**config.mk**
```make
export PLATFORM = sky130hd
export DESIGN_NAME = mux_rr_arb_flat
export DESIGN_NICKNAME = d
export VERILOG_FILES = /design/src/rtl/mux_rr_pkg.sv /design/src/rtl/mux_rr_arb_if.sv /design/src/rtl/rr_arb_core.sv /design/src/rtl/mux_rr_arb.sv /design/src/flat_wrapper.sv
export SDC_FILE = /design/constraint.sdc
export NUM_CORES = 1
export LEC_CHECK = 0
export BUFFER_PORTS_ARGS = -buffer_cell sky130_fd_sc_hd__clkbuf_2
export CAP_MARGIN = 20
export CORE_MARGIN = 2
export CORE_UTILIZATION = 36
export CTS_CLUSTER_SIZE = 20
export DETAILED_ROUTE_END_ITERATION = 10
export MAX_ROUTING_LAYER = met4
export SKIP_LAST_GASP = 1
export SLEW_MARGIN = 10
export SYNTH_ARGS = -nofsm -noshare
export SYNTH_HDL_FRONTEND = slang
export SYNTH_SLANG_ARGS = --single-unit
```
**constraint.sdc**
```tcl
create_clock -name clk -period 7.83 [get_ports clk]
set_input_delay 0.3915 -clock clk [delete_from_list [all_inputs] [get_ports clk]]
set_output_delay 0.3915 -clock clk [all_outputs]
set_load 0.005 [all_outputs]
```
**src/rtl/mux_rr_pkg.sv**
```systemverilog
// Shared types and constants for the round-robin output mux (mux_rr_arb).
// The lock state type is only used when MUX_RR_LOCK_EN is defined.
package mux_rr_pkg;

   localparam int RST_PTR = 0;
   localparam int MAX_NCH = 16;

   typedef enum logic [0:0] {
      ARB  = 1'b0,
      LOCK = 1'b1
   } lock_st_t;

   // Ceiling log2, minimum result 1 so a 2-channel build still gets a 1-bit id.
   function automatic int clog2(input int value);
      int result;
      result = 1;
      for (int i = 1; i < 32; i++) begin
         result = ((32'd1 << i) < value) ? (i + 1) : result;
      end
      return result;
   endfunction

endpackage

```
**src/rtl/mux_rr_arb_if.sv**
```systemverilog
// Request/output bundle of mux_rr_arb. req_last exists only when
// MUX_RR_LOCK_EN is defined (packet lock build).
interface mux_rr_arb_if #(
   parameter int DWIDTH = 2,
   parameter int NCH    = 4
);
   localparam int CHW = mux_rr_pkg::clog2(NCH);

   logic [NCH-1:0]        req_vld;
   logic [NCH*DWIDTH-1:0] req_data;
   logic [NCH-1:0]        req_rdy;
`ifdef MUX_RR_LOCK_EN
   logic [NCH-1:0]        req_last;
`endif
   logic                  dout_vld;
   logic [DWIDTH-1:0]     dout;
   logic [CHW-1:0]        dout_ch;
   logic                  dout_rdy;

`ifdef MUX_RR_LOCK_EN
   modport master (
      output req_vld, req_data, req_last, dout_rdy,
      input  req_rdy, dout_vld, dout, dout_ch
   );

   modport slave (
      input  req_vld, req_data, req_last, dout_rdy,
      output req_rdy, dout_vld, dout, dout_ch
   );
`else
   modport master (
      output req_vld, req_data, dout_rdy,
      input  req_rdy, dout_vld, dout, dout_ch
   );

   modport slave (
      input  req_vld, req_data, dout_rdy,
      output req_rdy, dout_vld, dout, dout_ch
   );
`endif

endinterface

```
**src/rtl/rr_arb_core.sv**
```systemverilog
// Combinational round-robin picker: first set bit of req at or above ptr,
// wrapping, found by rotating a doubled request vector and priority-encoding.
module rr_arb_core #(
   parameter int NCH = 4,
   parameter int CHW = 2
) (
   input  logic [NCH-1:0] req,
   input  logic [CHW-1:0] ptr,
   output logic [NCH-1:0] gnt,
   output logic [CHW-1:0] gnt_id,
   output logic           any
);

   logic [NCH-1:0] rot_s;
   logic [CHW-1:0] off_s;
   logic [CHW:0]   sum_s;

   assign rot_s = NCH'({req, req} >> ptr);
   assign any   = |req;

   // Lowest set bit of the rotated vector is the distance from ptr to the winner.
   always_comb begin
      off_s = {CHW{1'b0}};
      for (int i = NCH - 1; i >= 0; i--) begin
         off_s = rot_s[i] ? CHW'(i) : off_s;
      end
   end

   // Undo the rotation modulo NCH, which need not be a power of two.
   always_comb begin
      sum_s = {1'b0, ptr} + {1'b0, off_s};
      if (sum_s >= (CHW+1)'(NCH)) begin
         gnt_id = CHW'(sum_s - (CHW+1)'(NCH));
      end else begin
         gnt_id = sum_s[CHW-1:0];
      end
   end

   assign gnt = any ? (NCH'(1) << gnt_id) : {NCH{1'b0}};

endmodule

```
**src/rtl/mux_rr_arb.sv**
```systemverilog
// N-channel registered round-robin mux with valid/ready on both sides.
// Define MUX_RR_LOCK_EN to hold the grant on one channel until req_last.
module mux_rr_arb
   import mux_rr_pkg::*;
#(
   parameter int DWIDTH = 2,
   parameter int NCH    = 4
) (
   input logic         clk,
   input logic         rst_l,
   mux_rr_arb_if.slave bus
);

   localparam int CHW = clog2(NCH);

   logic [CHW-1:0]    ptr_r;
   logic              dout_vld_r;
   logic [DWIDTH-1:0] dout_r;
   logic [CHW-1:0]    dout_ch_r;

   logic [NCH-1:0]    arb_req_s;
   logic [NCH-1:0]    gnt_s;
   logic [CHW-1:0]    gnt_id_s;
   logic [CHW-1:0]    ptr_nxt_s;
   logic              any_s;
   logic              load_ok_s;
   logic              accept_s;
   logic              last_s;
   logic [DWIDTH-1:0] sel_data_s;

   rr_arb_core #(
      .NCH (NCH),
      .CHW (CHW)
   ) u_core (
      .req    (arb_req_s),
      .ptr    (ptr_r),
      .gnt    (gnt_s),
      .gnt_id (gnt_id_s),
      .any    (any_s)
   );

   assign load_ok_s = !dout_vld_r || bus.dout_rdy;
   assign accept_s  = any_s && load_ok_s;
   assign ptr_nxt_s = (gnt_id_s == CHW'(NCH - 1)) ? {CHW{1'b0}} : (gnt_id_s + CHW'(1));

`ifdef MUX_RR_LOCK_EN
   lock_st_t       state_r;
   lock_st_t       state_nxt_s;
   logic [CHW-1:0] lch_r;
   logic [NCH-1:0] lch_mask_s;

   assign lch_mask_s = NCH'(1) << lch_r;
   assign arb_req_s  = (state_r == LOCK) ? (bus.req_vld & lch_mask_s) : bus.req_vld;
   assign last_s     = bus.req_last[gnt_id_s];

   // Lock FSM next state: a non-final beat locks, the final beat of lch releases.
   always_comb begin
      state_nxt_s = state_r;
      case (state_r)
         ARB: begin
            if (accept_s && !last_s) begin
               state_nxt_s = LOCK;
            end else begin
               state_nxt_s = ARB;
            end
         end
         LOCK: begin
            if (accept_s && last_s) begin
               state_nxt_s = ARB;
            end else begin
               state_nxt_s = LOCK;
            end
         end
         default: state_nxt_s = ARB;
      endcase
   end

   // Lock FSM state and the captured locked channel.
   always_ff @(posedge clk or negedge rst_l) begin
      if (!rst_l) begin
         state_r <= ARB;
         lch_r   <= CHW'(RST_PTR);
      end else begin
         state_r <= state_nxt_s;
         if ((state_r == ARB) && (state_nxt_s == LOCK)) begin
            lch_r <= gnt_id_s;
         end else begin
            lch_r <= lch_r;
         end
      end
   end
`else
   assign arb_req_s = bus.req_vld;
   assign last_s    = 1'b1;
`endif

   // AND-OR select of the granted channel's data; gnt_s is one-hot or zero.
   always_comb begin
      sel_data_s = {DWIDTH{1'b0}};
      for (int k = 0; k < NCH; k++) begin
         sel_data_s = sel_data_s | ({DWIDTH{gnt_s[k]}} & bus.req_data[k*DWIDTH +: DWIDTH]);
      end
   end

   // Output register: load on accept, drop valid when draining with nothing to load.
   always_ff @(posedge clk or negedge rst_l) begin
      if (!rst_l) begin
         dout_vld_r <= 1'b0;
         dout_r     <= {DWIDTH{1'b0}};
         dout_ch_r  <= {CHW{1'b0}};
      end else if (load_ok_s) begin
         dout_vld_r <= accept_s;
         if (accept_s) begin
            dout_r    <= sel_data_s;
            dout_ch_r <= gnt_id_s;
         end else begin
            dout_r    <= dout_r;
            dout_ch_r <= dout_ch_r;
         end
      end else begin
         dout_vld_r <= dout_vld_r;
      end
   end

   // Round-robin pointer moves past the winner only at packet end.
   always_ff @(posedge clk or negedge rst_l) begin
      if (!rst_l) begin
         ptr_r <= CHW'(RST_PTR);
      end else if (accept_s && last_s) begin
         ptr_r <= ptr_nxt_s;
      end else begin
         ptr_r <= ptr_r;
      end
   end

   assign bus.req_rdy  = load_ok_s ? gnt_s : {NCH{1'b0}};
   assign bus.dout_vld = dout_vld_r;
   assign bus.dout     = dout_r;
   assign bus.dout_ch  = dout_ch_r;

endmodule
```
**src/flat_wrapper.sv**
```systemverilog
// flat-port wrapper written by rule: the top's interface ports become plain ports
module mux_rr_arb_flat import mux_rr_pkg::*;
#(
   parameter int DWIDTH = 2,
   parameter int NCH    = 4
)
  (clk, rst_l, bus_req_vld, bus_req_data, bus_dout_rdy, bus_req_rdy, bus_dout_vld, bus_dout, bus_dout_ch);
  mux_rr_arb_if #(.DWIDTH(DWIDTH), .NCH(NCH)) bus_i ();
  input logic clk;
  input logic rst_l;
  input wire logic [$bits(bus_i.req_vld)-1:0] bus_req_vld;
  input wire logic [$bits(bus_i.req_data)-1:0] bus_req_data;
  input wire logic [$bits(bus_i.dout_rdy)-1:0] bus_dout_rdy;
  output wire logic [$bits(bus_i.req_rdy)-1:0] bus_req_rdy;
  output wire logic [$bits(bus_i.dout_vld)-1:0] bus_dout_vld;
  output wire logic [$bits(bus_i.dout)-1:0] bus_dout;
  output wire logic [$bits(bus_i.dout_ch)-1:0] bus_dout_ch;
  assign bus_i.req_vld = bus_req_vld;
  assign bus_i.req_data = bus_req_data;
  assign bus_i.dout_rdy = bus_dout_rdy;
  assign bus_req_rdy = bus_i.req_rdy;
  assign bus_dout_vld = bus_i.dout_vld;
  assign bus_dout = bus_i.dout;
  assign bus_dout_ch = bus_i.dout_ch;
  mux_rr_arb #(.DWIDTH(DWIDTH), .NCH(NCH)) u_core (.clk(clk), .rst_l(rst_l), .bus(bus_i));
endmodule
```
==> flow_summary.rst, run 1 <==
.. list-table::
   :header-rows: 1

   * - Metric
     - Value
   * - Run status
     - finished clean
   * - Total internal power
     - 0.000158 W
   * - Final Cycle Share
     - 0.412
   * - Power share of the sequential group
     - 0.248
   * - Cell with the biggest individual delay on the critical path
     - sky130_fd_sc_hd__dfrtp_1
   * - Vias in the first global route
     - 585
   * - RSZ-0062 raised after global routing
     - false
   * - Warnings, synthesis
     - 0
   * - Arrival time of the worst setup path
     - 2.83 ns
   * - Layout area overhead
     - 25.4%
   * - Count of buffers inserted at the top-level ports
     - 23
   * - Core Region
     - 0.00154 mm2
   * - Initial antenna violation count
     - 0
   * - Yosys top cell by area
     - sky130_fd_sc_hd__dfrtp_1
   * - Global routing usage summed across all routing layers
     - 0.177
   * - Most common cell type on the critical path
     - sky130_fd_sc_hd__a21oi_1
   * - CP Launch Type
     - flip-flop
   * - Number of filler cells placed in the layout
     - 173
   * - Final hold vios
     - 0
   * - TritonCTS clock tree
     - built
   * - # resized after CTS
     - 0
   * - Number of endpoints failing setup at the final stage
     - 0
   * - Post-detailed-route DRC marker count
     - 0
   * - Worst-case vdd ir drop
     - 0.216 mV
   * - Maximum fanout along the worst path
     - 8
   * - Net load switching power
     - 0.000123 W
   * - Seq/Total Area, Yosys
     - 0.287
   * - Area share of the largest cell type after synthesis
     - 0.287
   * - Die Area
     - 0.00204 mm2
   * - Kind of end point of the critical path
     - primary output
   * - Wire length of the first global-routing pass
     - 2550 um
   * - Power per unit of standard cell area
     - 368 mW/mm2
   * - Number of optimization iterations in the first detailed-route pass
     - 5
   * - Most instantiated library cell after synthesis
     - sky130_fd_sc_hd__nor2_1
   * - Fraction of final layout cells sized beyond drive strength 1
     - 0.294
   * - Detailed placer's ending HPWL
     - 1200 um
   * - Switching Fraction
     - 0.437
   * - Tightest slew margin relative to the limit
     - 0.597
   * - Num CTS Buffers
     - 3
   * - Post-Syn Instances
     - 76
   * - Synth Cell Area
     - 611 um2
   * - Synthesis-stage register bit count
     - 7
   * - Master cell of the clock root buffer
     - sky130_fd_sc_hd__clkbuf_4
   * - Detailed Route WL
     - 1500 um
   * - Die extent in x
     - 45.2 um
   * - Clk_skew
     - 0.00344 ns
   * - Ant diodes
     - 0
   * - Inst Count DP
     - 113
   * - Post-DR wirelength/cell
     - 12.7 um
   * - Via count
     - 647
   * - Power consumption
     - 0.000282 W
   * - Number of DRC markers after the initial detailed-route iteration
     - 12
   * - Final standard cell utilization of the core
     - 0.497
   * - LEAKAGE
     - 0.382 nW
   * - Number of max-slew violations in the final report
     - 0
   * - Commonest cells in the synthesized netlist
     - sky130_fd_sc_hd__nor2_1, sky130_fd_sc_hd__nand2_1, sky130_fd_sc_hd__dfrtp_1
   * - Latest clock arrival within the worst-skew pair
     - 0.26 ns
   * - Total global routing overflow
     - 0
   * - Clock-pin slew reported for the worst setup and hold paths after clock tree synthesis
     - 0.05 ns
   * - Final nets
     - 121
   * - Top post-synthesis cells by area
     - sky130_fd_sc_hd__dfrtp_1, sky130_fd_sc_hd__ha_1, sky130_fd_sc_hd__nor2_1
   * - Number of cell rows
     - 14
   * - Y dimension of the die
     - 45.2 um
   * - Final TNS setup
     - 0 ns
   * - Number of top-level pins
     - 24
   * - Number of routed nets with antenna violations
     - 0
   * - Power share of the clock group
     - 0.118
   * - GPL Wtd Cong
     - 0.824
   * - Total of max-cap violations
     - 0
   * - Synth Area per Inst
     - 8.03 um2
   * - Clock buffer depth
     - 2
   * - H-Tree Level Count
     - 1
   * - Drt via density
     - 5.48
   * - Power share of the combinational group
     - 0.634
   * - Minimum clock period after layout
     - 3.22 ns
   * - Number of enable flip-flop cells after synthesis
     - 0
   * - Initial core utilization
     - 0.396
   * - Category of the critical setup timing path
     - reg2out
   * - Transition time at the pin with the least slew margin
     - 0.598 ns
   * - CP max stage delay
     - 0.48 ns
   * - Maximum number of pins on one net before global-route repair
     - 10
   * - Path type of the worst min-delay path
     - in2reg
   * - Number of clock sinks
     - 7
   * - Post-synthesis cell type count
     - 34
   * - Synthesized net count
     - 94
   * - Final non-filler cell total
     - 118
   * - Leading register cell type out of synthesis
     - sky130_fd_sc_hd__dfrtp_1
   * - Fraction of synthesis flops using an asynchronous set or reset pin
     - 1.00
   * - CP Data Required Time
     - 7.44 ns
   * - Top achievable clock speed
     - 0.310 GHz
   * - Cells along the critical path
     - nand2b_1 > a21oi_1 > nor2_1 > a21oi_1 > a21oi_1 > ha_1 > xor2_1 > a31oi_1 > or2_2 > ha_1 > and3_1 > clkbuf_2
-- routing by layer --
metal,GRT usage,vias to the layer above,part of all wire
met5,-,-,0
met4,0,0,0
met3,0.0760,0,0.060
met2,0.283,14,0.48
met1,0.221,302,0.46
li1,-,331,-
-- flip-flops by register name (all words and copies together), names as in the netlist --
signal and count:
u_core.bus.dout 2, u_core.bus.dout_ch 2, u_core.ptr_r 2, u_core.bus.dout_vld 1
-- power groups by stage --
stage / combinational [W] / clock [W] / sequential (W)
floorplan: 0.000131 / 0 / 0.0000645
global placement: 0.000176 / 0 / 0.0000702
detailed placement: 0.000177 / 0 / 0.0000703
CTS: 0.000180 / 0.0000346 / 0.0000697
global route: 0.000202 / 0.0000367 / 0.0000727
finish: 0.000178 / 0.0000333 / 0.0000699
-- worst paths after layout --
check                                   endpoint  cells past startpoint  slack [ns]                  start
min                           u_core.bus.dout[1]                      4        0.44        bus_req_data[7]
max reg2reg                   u_core.bus.dout[0]                     12        4.92        u_core.ptr_r[1]
min in group asynchronous     u_core.bus.dout[1]                      2        0.50                  rst_l
min reg2reg                u_core.bus.dout_ch[0]                      2        0.48  u_core.bus.dout_ch[0]
max in group asynchronous     u_core.bus.dout[0]                      2        7.16                  rst_l
max                               bus_req_rdy[3]                     12        4.61        u_core.ptr_r[1]
-- metrics by stage --
| stage | hold WS (ns) | instance area (um2) | setup WS [ns] |
|---|---|---|---|
| 2_1_floorplan | 0.0959 | 611 | 5.19 |
| 3_3_place_gp | 0.243 | 729 | 4.88 |
| 3_5_place_dp | 0.244 | 729 | 4.82 |
| 4_1_cts | 0.444 | 766 | 4.61 |
| 5_1_grt | 0.456 | 766 | 4.31 |
| 6_report | 0.443 | 766 | 4.61 |
-- logic make-up (layout without fill, tap and decap cells) --
logic type / count (synthesis) / in the layout / share of synthesized area
AOI/OAI and AO/OA: 17 / 17 / 0.193
xor gates and xnor gates: 1 / 1 / 0.0143
adders and majority gates: 3 / 3 / 0.0615
buffers and inverters: 5 / 31 / 0.0451
DFF: 7 / 7 / 0.287
muxes: 2 / 2 / 0.0328
and+or+nand+nor: 41 / 41 / 0.367
-- critical path, delay by kind of cell, from the launching register on --
family,cells,cell delay (ns)
buffers and inverters,1,0.10
XOR/XNOR,1,0.28
flip-flops,1,0.48
adder cells (fa/ha/maj),2,0.48
AO/OA/AOI/OAI,4,0.46
AND/OR/NAND/NOR,4,0.76
-- layout make-up --
cell class / instances / area (um2) / area share
clock buffers: 4 / 26.3 / 0.0343
well taps: 16 / 20.0 / 0.0261
repair buffers: 24 / 125 / 0.163
inverters: 3 / 11.3 / 0.0147
multi-input cells: 64 / 408 / 0.533
flip-flops and latches: 7 / 175 / 0.229
-- layout by cell type (no fill, tap or decap), types with 2 or more instances in the layout --
cell / instances
sky130_fd_sc_hd__clkbuf_2: 23
sky130_fd_sc_hd__nand3_1: 3
sky130_fd_sc_hd__a21oi_1: 4
sky130_fd_sc_hd__o21ai_0: 3
sky130_fd_sc_hd__nand2b_1: 4
sky130_fd_sc_hd__ha_1: 3
sky130_fd_sc_hd__nor2b_1: 2
sky130_fd_sc_hd__inv_1: 3
sky130_fd_sc_hd__nor3_1: 4
sky130_fd_sc_hd__nor2_1: 9
sky130_fd_sc_hd__and3_1: 2
sky130_fd_sc_hd__clkbuf_4: 3
sky130_fd_sc_hd__mux2i_1: 2
sky130_fd_sc_hd__nand2_1: 8
sky130_fd_sc_hd__dfrtp_1: 7
sky130_fd_sc_hd__a211oi_1: 2
-- timing repair --
item / in CTS / in global routing
hold buffers: 1 / 0
buffers inserted: 0 / 0
endpoints found under the hold margin: 7 / 0
No activity file was read; power rests on OpenSTA's default activity.
==> run 2, diff against run 1 <==
==> constraint.sdc (replaced) <==
create_clock -name clk -period 2.6 [get_ports clk]
set_input_delay 0.13 -clock clk [delete_from_list [all_inputs] [get_ports clk]]
set_output_delay 0.13 -clock clk [all_outputs]
set_load 0.005 [all_outputs]
==> run 2 against run 1 <==
Compared with the run above:
- cell area is 18% higher
- power grew to 3.9 times the previous value
- critical path depth stayed put
- cell count is 8.5% higher
- global-route usage is 1.0 points higher
- clock skew is 0.0018 ns higher
==> flow_summary.rst, run 2 (synthesis gave the netlist of run 1 again) <==
.. list-table::
   :header-rows: 1

   * - Metric
     - Value
   * - Run status
     - finished clean
   * - Number of clock sinks
     - 7 (unchanged)
   * - Number of cell rows
     - 14 (unchanged)
   * - Reg2reg setup slack
     - 0.14 ns (-4.78 ns)
   * - Vias in the first global route
     - 617 (+5.5%)
   * - FF-to-FF Start
     - u_core.ptr_r[1]
   * - Drt via density
     - 5.49 (+0.17%)
   * - Number of routed nets with antenna violations
     - 0 (unchanged)
   * - Critical Path Start
     - u_core.ptr_r[1]
   * - Path type of the worst min-delay path
     - in2reg
   * - RSZ-0062 raised after global routing
     - true
   * - Initial antenna violation count
     - 0 (unchanged)
   * - Number of max-slew violations in the final report
     - 0 (unchanged)
   * - Worst-case vdd ir drop
     - 0.746 mV (+250%)
   * - Latest clock arrival within the worst-skew pair
     - 0.26 ns (about the same)
   * - Post-DR wirelength/cell
     - 12.9 um (+1.6%)
   * - CP Data Required Time
     - 2.47 ns (-4.97 ns)
   * - Die extent in x
     - 45.2 um (unchanged)
   * - Final hold vios
     - 0 (unchanged)
   * - Post-detailed-route DRC marker count
     - 0 (unchanged)
   * - Ant diodes
     - 0 (unchanged)
   * - Critical R2R Capture
     - u_core.bus.dout[0]
   * - Total of max-cap violations
     - 0 (unchanged)
   * - Core Region
     - 0.00154 mm2 (unchanged)
   * - Worst setup margin
     - 0.0590 ns (-4.55 ns)
   * - Category of the critical setup timing path
     - reg2out
   * - TritonCTS clock tree
     - built
   * - Count of buffers inserted at the top-level ports
     - 23 (unchanged)
   * - Num CTS Buffers
     - 3 (unchanged)
   * - Maximum number of pins on one net before global-route repair
     - 10 (unchanged)
   * - Fraction of final layout cells sized beyond drive strength 1
     - 0.455 (+0.161)
   * - Via count
     - 703 (+8.7%)
   * - Critical path destination
     - bus_req_rdy[3]
   * - Most frequent cells in the layout
     - sky130_fd_sc_hd__clkbuf_2, sky130_fd_sc_hd__buf_4, sky130_fd_sc_hd__nor2_1
   * - Total global routing overflow
     - 0 (unchanged)
   * - Kind of end point of the critical path
     - primary output
   * - Final TNS setup
     - 0 ns (unchanged)
   * - Final nets
     - 131 (+8.3%)
   * - Power consumption
     - 0.00110 W (+290%)
   * - Register-to-Register Path Depth
     - 12 (unchanged)
   * - LEAKAGE
     - 0.442 nW (+16%)
   * - Transition time at the pin with the least slew margin
     - 0.618 ns (+0.0201 ns)
   * - Wire length of the first global-routing pass
     - 2690 um (+5.4%)
   * - Die Area
     - 0.00204 mm2 (unchanged)
   * - Number of endpoints failing setup at the final stage
     - 0 (unchanged)
   * - Arrival time of the worst setup path
     - 2.41 ns (-0.42 ns)
   * - Number of top-level pins
     - 24 (unchanged)
   * - Post-placement worst setup slack
     - -0.0583 ns (-4.87 ns)
   * - Number of optimization iterations in the first detailed-route pass
     - 4 (-1)
   * - Y dimension of the die
     - 45.2 um (unchanged)
   * - Clock buffer depth
     - 2 (unchanged)
   * - CP Launch Type
     - flip-flop
   * - Master cell of the clock root buffer
     - sky130_fd_sc_hd__clkbuf_4
   * - Number of filler cells placed in the layout
     - 146 (-16%)
   * - Detailed placer's ending HPWL
     - 1260 um (+4.9%)
   * - Final Cycle Share
     - 0.977
   * - Layout area overhead
     - 48.4%
   * - Initial core utilization
     - 0.396 (unchanged)
   * - Register cell area after layout
     - 175 um2 (unchanged)
   * - Global routing usage summed across all routing layers
     - 0.187 (+0.0100)
   * - Area of combinational cells with multiple inputs
     - 473 um2 (+16%)
   * - Detailed Route WL
     - 1650 um (+10%)
   * - Clock-pin slew reported for the worst setup and hold paths after clock tree synthesis
     - 0.06 ns (about the same)
   * - Clk_skew
     - 0.00528 ns (+0.00184 ns)
   * - GPL Wtd Cong
     - 0.758 (-8.0%)
   * - Most common library cell in the layout ignoring fill and taps
     - sky130_fd_sc_hd__clkbuf_2
   * - Number of DRC markers after the initial detailed-route iteration
     - 22 (+10)
   * - H-Tree Level Count
     - 1 (unchanged)
   * - Tightest slew margin relative to the limit
     - 0.584 (-0.0135)
   * - Top achievable clock speed
     - 0.394 GHz
   * - Power per unit of standard cell area
     - 1220 mW/mm2 (+230%)
   * - Maximum fanout along the worst path
     - 5 (-3)
   * - Minimum clock period after layout
     - 2.54 ns
==> run 2: stage by stage <==
step           area [um2]  utilization  hold slack, ns  instances
3_5_place_dp          785        0.509         -0.0121        120
3_3_place_gp          785        0.509         -0.0162        120
2_1_floorplan         613            -          -0.166         76
6_report              906        0.588           0.189        128
5_1_grt               906        0.588           0.210        128
4_1_cts               855        0.554           0.190        126
==> run 2: repair_timing <==
action | in CTS | in global routing
endpoints found under the setup margin | 5 | 5
pin swaps | 2 | 5
endpoints found under the hold margin | 7 | 0
setup buffers | 1 | 2
hold buffers | 1 | 0
resized for setup | 5 | 9
==> run 2: critical path, stage by stage, from the launching register on <==
cell	delay, ns
sky130_fd_sc_hd__dfrtp_1	0.40
sky130_fd_sc_hd__nand2b_4	0.15
sky130_fd_sc_hd__a21oi_2	0.13
sky130_fd_sc_hd__nor2_1	0.06
sky130_fd_sc_hd__a21oi_2	0.12
sky130_fd_sc_hd__a21oi_2	0.08
sky130_fd_sc_hd__ha_2	0.20
sky130_fd_sc_hd__xor2_2	0.19
sky130_fd_sc_hd__and4_4	0.16
sky130_fd_sc_hd__or2_4	0.24
sky130_fd_sc_hd__ha_4	0.18
sky130_fd_sc_hd__and3_1	0.14
sky130_fd_sc_hd__clkbuf_2	0.10
==> run 2: cell type report <==
class	count	share of cell area
Sequential cell	7	0.193
Clock buffer	4	0.0290
Timing Repair Buffer	34	0.221
Tap cell	16	0.0221
Multi-Input combinational cell	64	0.522
Inverter	3	0.0124
==> run 2: layer usage <==
metal  global-route usage  vias to the layer above  wire, um
li1                     -                      351         -
met1                0.248                      332       767
met2                0.280                       18       793
met3               0.0600                        2        86
met4               0.0353                        0         6
met5                    -                        -         0
==> run 2: worst min path at each step <==
stage / from / endpoint / slack, ns / cells past startpoint
3_3_place_gp: rst_l / u_core.bus.dout_ch[0] / -0.02 / 1
5_1_grt: bus_req_data[7] / u_core.bus.dout[1] / 0.21 / 4
3_5_place_dp: rst_l / u_core.bus.dout_ch[1] / -0.01 / 1
4_1_cts: bus_req_data[7] / u_core.bus.dout[1] / 0.19 / 4
6_report: bus_req_data[7] / u_core.bus.dout[1] / 0.19 / 4
2_1_floorplan: rst_l / u_core.bus.dout[0] / -0.17 / 0
==> run 2: where the power goes <==
group / switching, W / leakage [nW] / internal (W)
Sequential: 0.0000449 / 0.0799 / 0.000159
Clock: 0.0000465 / 0.0150 / 0.0000590
Combinational: 0.000357 / 0.347 / 0.000434
Total: 0.000449 / 0.442 / 0.000652
